### config.mk
export PLATFORM = sky130hd
export DESIGN_NAME = array_mult_seq
export DESIGN_NICKNAME = d
export VERILOG_FILES = /design/src/rtl/array_mult_seq.sv
export SDC_FILE = /design/constraint.sdc
export NUM_CORES = 1
export LEC_CHECK = 0
export CORE_AREA = 8 8 155 157
export DETAILED_ROUTE_END_ITERATION = 8
export DIE_AREA = 0 0 163 165
export MAX_ROUTING_LAYER = met4
export PLACE_DENSITY = 0.78
export SYNTH_ARGS = -nofsm -noshare
export SYNTH_HDL_FRONTEND = slang
export SYNTH_SLANG_ARGS = --single-unit
### constraint.sdc
create_clock -name clk -period 8.75 [get_ports clk]
set_input_delay 1.3125 -clock clk [delete_from_list [all_inputs] [get_ports clk]]
set_output_delay 1.3125 -clock clk [all_outputs]
set_load 0.005 [all_outputs]
### src/rtl/array_mult_seq.sv
// array_mult_seq: sequential radix-2^DIGIT shift-add multiplier, unsigned or two's-complement,
// with valid/ready handshakes on operands and product.
module array_mult_seq #(
    parameter int WIDTH = 16,
    parameter int DIGIT = 4
) (
    input  logic                 clk,
    input  logic                 rst,
    input  logic                 in_valid,
    output logic                 in_ready,
    input  logic [WIDTH-1:0]     a,
    input  logic [WIDTH-1:0]     b,
    input  logic                 tc,
    output logic                 out_valid,
    input  logic                 out_ready,
    output logic [2*WIDTH-1:0]   p
);
    localparam int N  = WIDTH / DIGIT;
    localparam int AW = 2 * WIDTH + 2;
    localparam int CW = N > 1 ? $clog2(N) : 1;
    localparam logic [CW-1:0] LAST = CW'(N - 1);

    generate
        if (WIDTH < 4 || WIDTH % 2 != 0 || DIGIT < 1 || WIDTH % DIGIT != 0) begin : g_bad_params
            $error("array_mult_seq: illegal WIDTH/DIGIT combination");
        end
    endgenerate

    typedef enum logic [1:0] {IDLE, BUSY, DONE} state_t;
    state_t state, next;

    logic [AW-1:0]    acc, mc, add, sum;
    logic [WIDTH-1:0] mb;
    logic [CW-1:0]    cnt;
    logic             tc_r, last;

    assign last = cnt == LAST;

    always_ff @(posedge clk) begin
        if (rst) state <= IDLE;
        else     state <= next;
    end

    always_comb begin
        next      = state;
        in_ready  = state == IDLE;
        out_valid = state == DONE;
        next = state == IDLE ? (in_valid ? BUSY : IDLE) :
               state == BUSY ? (last ? DONE : BUSY) :
                               (out_ready ? IDLE : DONE);
    end

    // The multiplier's top bit carries negative weight in signed mode, so its row is subtracted.
    always_comb begin
        add = '0;
        for (int k = 0; k < DIGIT; k++)
            add = !mb[k] ? add : (tc_r && last && k == DIGIT - 1) ? add - (mc << k) : add + (mc << k);
    end

    assign sum = acc + add;

    always_ff @(posedge clk) begin
        if (rst) begin
            p    <= '0;
            acc  <= '0;
            mc   <= '0;
            mb   <= '0;
            cnt  <= '0;
            tc_r <= 1'b0;
        end else if (state == IDLE && in_valid) begin
            acc  <= '0;
            mc   <= {{(AW - WIDTH){tc & a[WIDTH-1]}}, a};
            mb   <= b;
            cnt  <= '0;
            tc_r <= tc;
        end else if (state == BUSY) begin
            acc <= sum;
            mc  <= mc << DIGIT;
            mb  <= mb >> DIGIT;
            cnt <= cnt + 1'b1;
            if (last) p <= sum[2*WIDTH-1:0];
        end
    end
endmodule
==> results.md <==
* Status: complete, no violations
* Input/output buffers at 70
* Netlist cell types at 94
* Worst Skew at 0.0153 ns
* Tot Pwr at 1.94 mW
* TritonCTS Buffers at 17
* Synth area leader: dfxtp_1
* Synth Area in Compound Gates at 0.275
* Clock Latency Late Sink at 0.43 ns
* Cell with the most instances after synthesis: a21oi_1
* Die Y at 165 um
* Top cells by count, synth: a21oi_1 (248), nand2_1 (217), ha_1 (122)
* Initial Utilization at 0.555
* Grt ovf at 0
* Main combinational cell family by area after synthesis: compound AO/OA/AOI/OAI gates
* Reg2Reg Setup Slack at 0.46 ns
* Final std cells w/o fill at 1948
* Worst Path Required at 9.05 ns
* Arr. time, crit path at 8.59 ns
* Critical path class: reg2reg
* Area fraction of the dominant cell type after synthesis at 0.196
* # rows at 54
* Cts hold-fix bufs at 0
* Reg-to-Reg Start: mb[0]
* Clock power share at 0.344
* Tcrit/Tclk final at 0.947
* Die Span X at 163 um
* Post-synthesis async set-or-reset flop share at 0
* Crit end category: flip-flop
* Crit path launch: mb[0]
* Antenna viol nets, final at 0
* Vias in the first global route at 11500
* Initial antenna violation count at 0
* Register area share after synthesis at 0.196
* Detailed-router iteration count before antenna repair at 5
* Largest net degree at the start of global routing at 86
* Vias/cell at 6.06
* Synth Warn # at 0
* Setup crit end: acc[31]
* Register bit total from synthesis at 117
* Number of max-cap violations at 0
* Clock Path Buffers at 2
* Post-DP HPWL at 24300 um
* Peak Freq at 0.121 GHz
* Fin. Hold Viols at 0
* Rel. slew slack at 0.285
* DR iter-0 viols at 1035
* Hold Path Class: reg2reg
* Pwr/cell area at 142 nW/um2
* Sequential power share at 0.306
* Cell count after placement at 1904
* Logic pwr share at 0.350
* Total track usage at 0.257
* Critical Path Max Stage Delay at 0.41 ns
* Via count at 11800
* Adder-Cell Fraction of Synth Area at 0.136
* Setup TNS at 0 ns
* Mean Syn Cell Area at 7.44 um2
* DRC Markers at 0
* R2r endpoint: acc[31]
* H-tree Lvls at 4
* CTS tree: built
* Drt wl/cell at 17.3 um
* P_int at 1.21 mW
* DRT Wirelength at 33800 um
* Worst VDD drop at 0.000133 V
* Full die area at 26900 um2
* # setup viols final at 0
* Fill cells at 1842
* Core footprint at 21500 um2
* Switching power total at 0.729 mW
* Final Max Tran Viols at 0
* GP Congestion at 0.964
* Leakage power at 6.04 nW
* Synth Area in XOR/XNOR at 0.106
* Switching Fraction at 0.377
* Post-synth EDFFs at 0
* Layout cells sized above 1 at 0.100
* Reg clk slew, reported paths at 0.07 ns
* R2R depth at 42
* Area grow syn2layout at 14.2%
* Simple-Gate Fraction of Synth Area at 0.199
* Crit-path slowest cell: or3b_1
* Post-synth top flop: dfxtp_1
* First-pass GRT wire length at 55600 um
* CP startpoint kind: flip-flop
* Io pins at 71
* Crit Path Max Fanout at 7
* Ranking of synthesized cells by area: dfxtp_1 (20%), ha_1 (13%), a21oi_1 (10%)
* Crit path top cell by count: a21oi_1
* Post-synthesis mux area share at 0.0431
* CTS Root Buffer Type: clkbuf_16
* Syn Std Cell Area at 11900 um2
* CTS Sinks at 117
* Worst slew pin tran at 1.07 ns
* Diodes inserted at 0
* Post-Syn Instances at 1604
* Min Tclk post-route at 8.29 ns
* Syn nets at 1767
* Fin nets at 1818
[power groups by stage]
stage | sequential (mW) | combinational (mW) | clock, mW
after floorplan | 0.591 | 0.506 | 0
after global placement | 0.602 | 0.629 | 0
after detailed placement | 0.602 | 0.643 | 0
after CTS | 0.591 | 0.651 | 0.671
after global routing | 0.595 | 0.745 | 0.693
final | 0.592 | 0.678 | 0.666
[logic make-up (layout without fill, tap and decap cells)]
logic type / after synthesis / count (layout)
multiplexers: 46 / 46
AND/OR/NAND/NOR: 514 / 514
AO/OA/AOI/OAI: 529 / 529
adder cells (fa/ha/maj): 127 / 127
buffers and inverters: 131 / 195
XOR/XNOR: 140 / 140
flip-flops: 117 / 117
[registers in the layout, summed over array words and instances, names as in the netlist]
register / flops
state: 2
tc_r: 1
mc: 32
cnt: 2
p: 32
acc: 32
mb: 16
[timing repair]
item                                    CTS  global route
buffers inserted                          1            11
pin swaps                                 2            14
gates resized for setup                   3            29
endpoints found under the setup margin    2            10
[metrics by stage]
stage	setup WS [ns]	area, um2	hold WS [ns]	util
final	0.463	13600	0.453	0.634
after global placement	0.334	12900	0.442	0.598
after CTS	0.0331	13400	0.457	0.625
after detailed placement	-0.0431	12900	0.448	0.598
after floorplan	0.206	11900	0.436	-
after global routing	-0.0180	13600	0.472	0.634
[layout by cell type (no fill, tap or decap), types with 6 or more instances in the layout]
| cell type | instances |
|---|---|
| clkdlybuf4s50_1 | 69 |
| nand4_1 | 9 |
| nand3_1 | 28 |
| or3_1 | 7 |
| a211oi_1 | 12 |
| o21a_1 | 20 |
| mux2i_1 | 6 |
| a21oi_2 | 7 |
| dfxtp_1 | 115 |
| and2_1 | 22 |
| ha_1 | 118 |
| o211ai_1 | 7 |
| inv_1 | 54 |
| a21oi_1 | 242 |
| nand2b_1 | 21 |
| o21ai_0 | 54 |
| nor2b_1 | 11 |
| a31oi_1 | 13 |
| o21ai_1 | 19 |
| nand2_1 | 217 |
| mux2_2 | 39 |
| nor2_1 | 121 |
| nor3_1 | 32 |
| a21o_1 | 55 |
| buf_4 | 38 |
| xor2_1 | 48 |
| and3_1 | 10 |
| a22oi_1 | 25 |
| clkbuf_16 | 17 |
| xnor2_1 | 87 |
| o21bai_1 | 9 |
[per-layer routing]
layer,up-vias,wire (um),GRT usage
met5,-,0,-
met4,0,645,0.0872
met3,51,1880,0.0252
met2,407,15100,0.403
met1,5505,16100,0.341
li1,5846,-,-
[how the worst min path moves through the flow]
stage	end	slack, ns	startpoint	cells past startpoint
2_1_floorplan	mb[10]	0.44	mb[10]	2
6_report	p[0]	0.45	p[0]	2
3_3_place_gp	mb[11]	0.44	mb[11]	2
4_1_cts	mb[8]	0.46	mb[8]	2
3_5_place_dp	p[0]	0.45	p[0]	2
5_1_grt	mb[10]	0.47	mb[10]	2
[worst max-delay path, delay by kind of cell (launching register included)]
kind | cells | cell delay (ns)
compound gates | 20 | 3.38
xor+xnor | 4 | 0.72
fa+ha+maj | 5 | 1.60
buf+inv | 4 | 0.32
flops | 1 | 0.38
mux | 2 | 0.58
simple gates | 7 | 1.20
[cell type report]
| class | instances | area (um2) | area share |
|---|---|---|---|
| well taps | 280 | 350 | 0.0257 |
| repair buffers | 108 | 981 | 0.0720 |
| clock inverters | 14 | 119 | 0.00873 |
| clock buffers | 18 | 429 | 0.0315 |
| inverters | 55 | 206 | 0.0152 |
| flip-flops and latches | 117 | 2350 | 0.172 |
| multi-input cells | 1356 | 9190 | 0.675 |
Note: power is estimated with default switching activity, not from simulation.
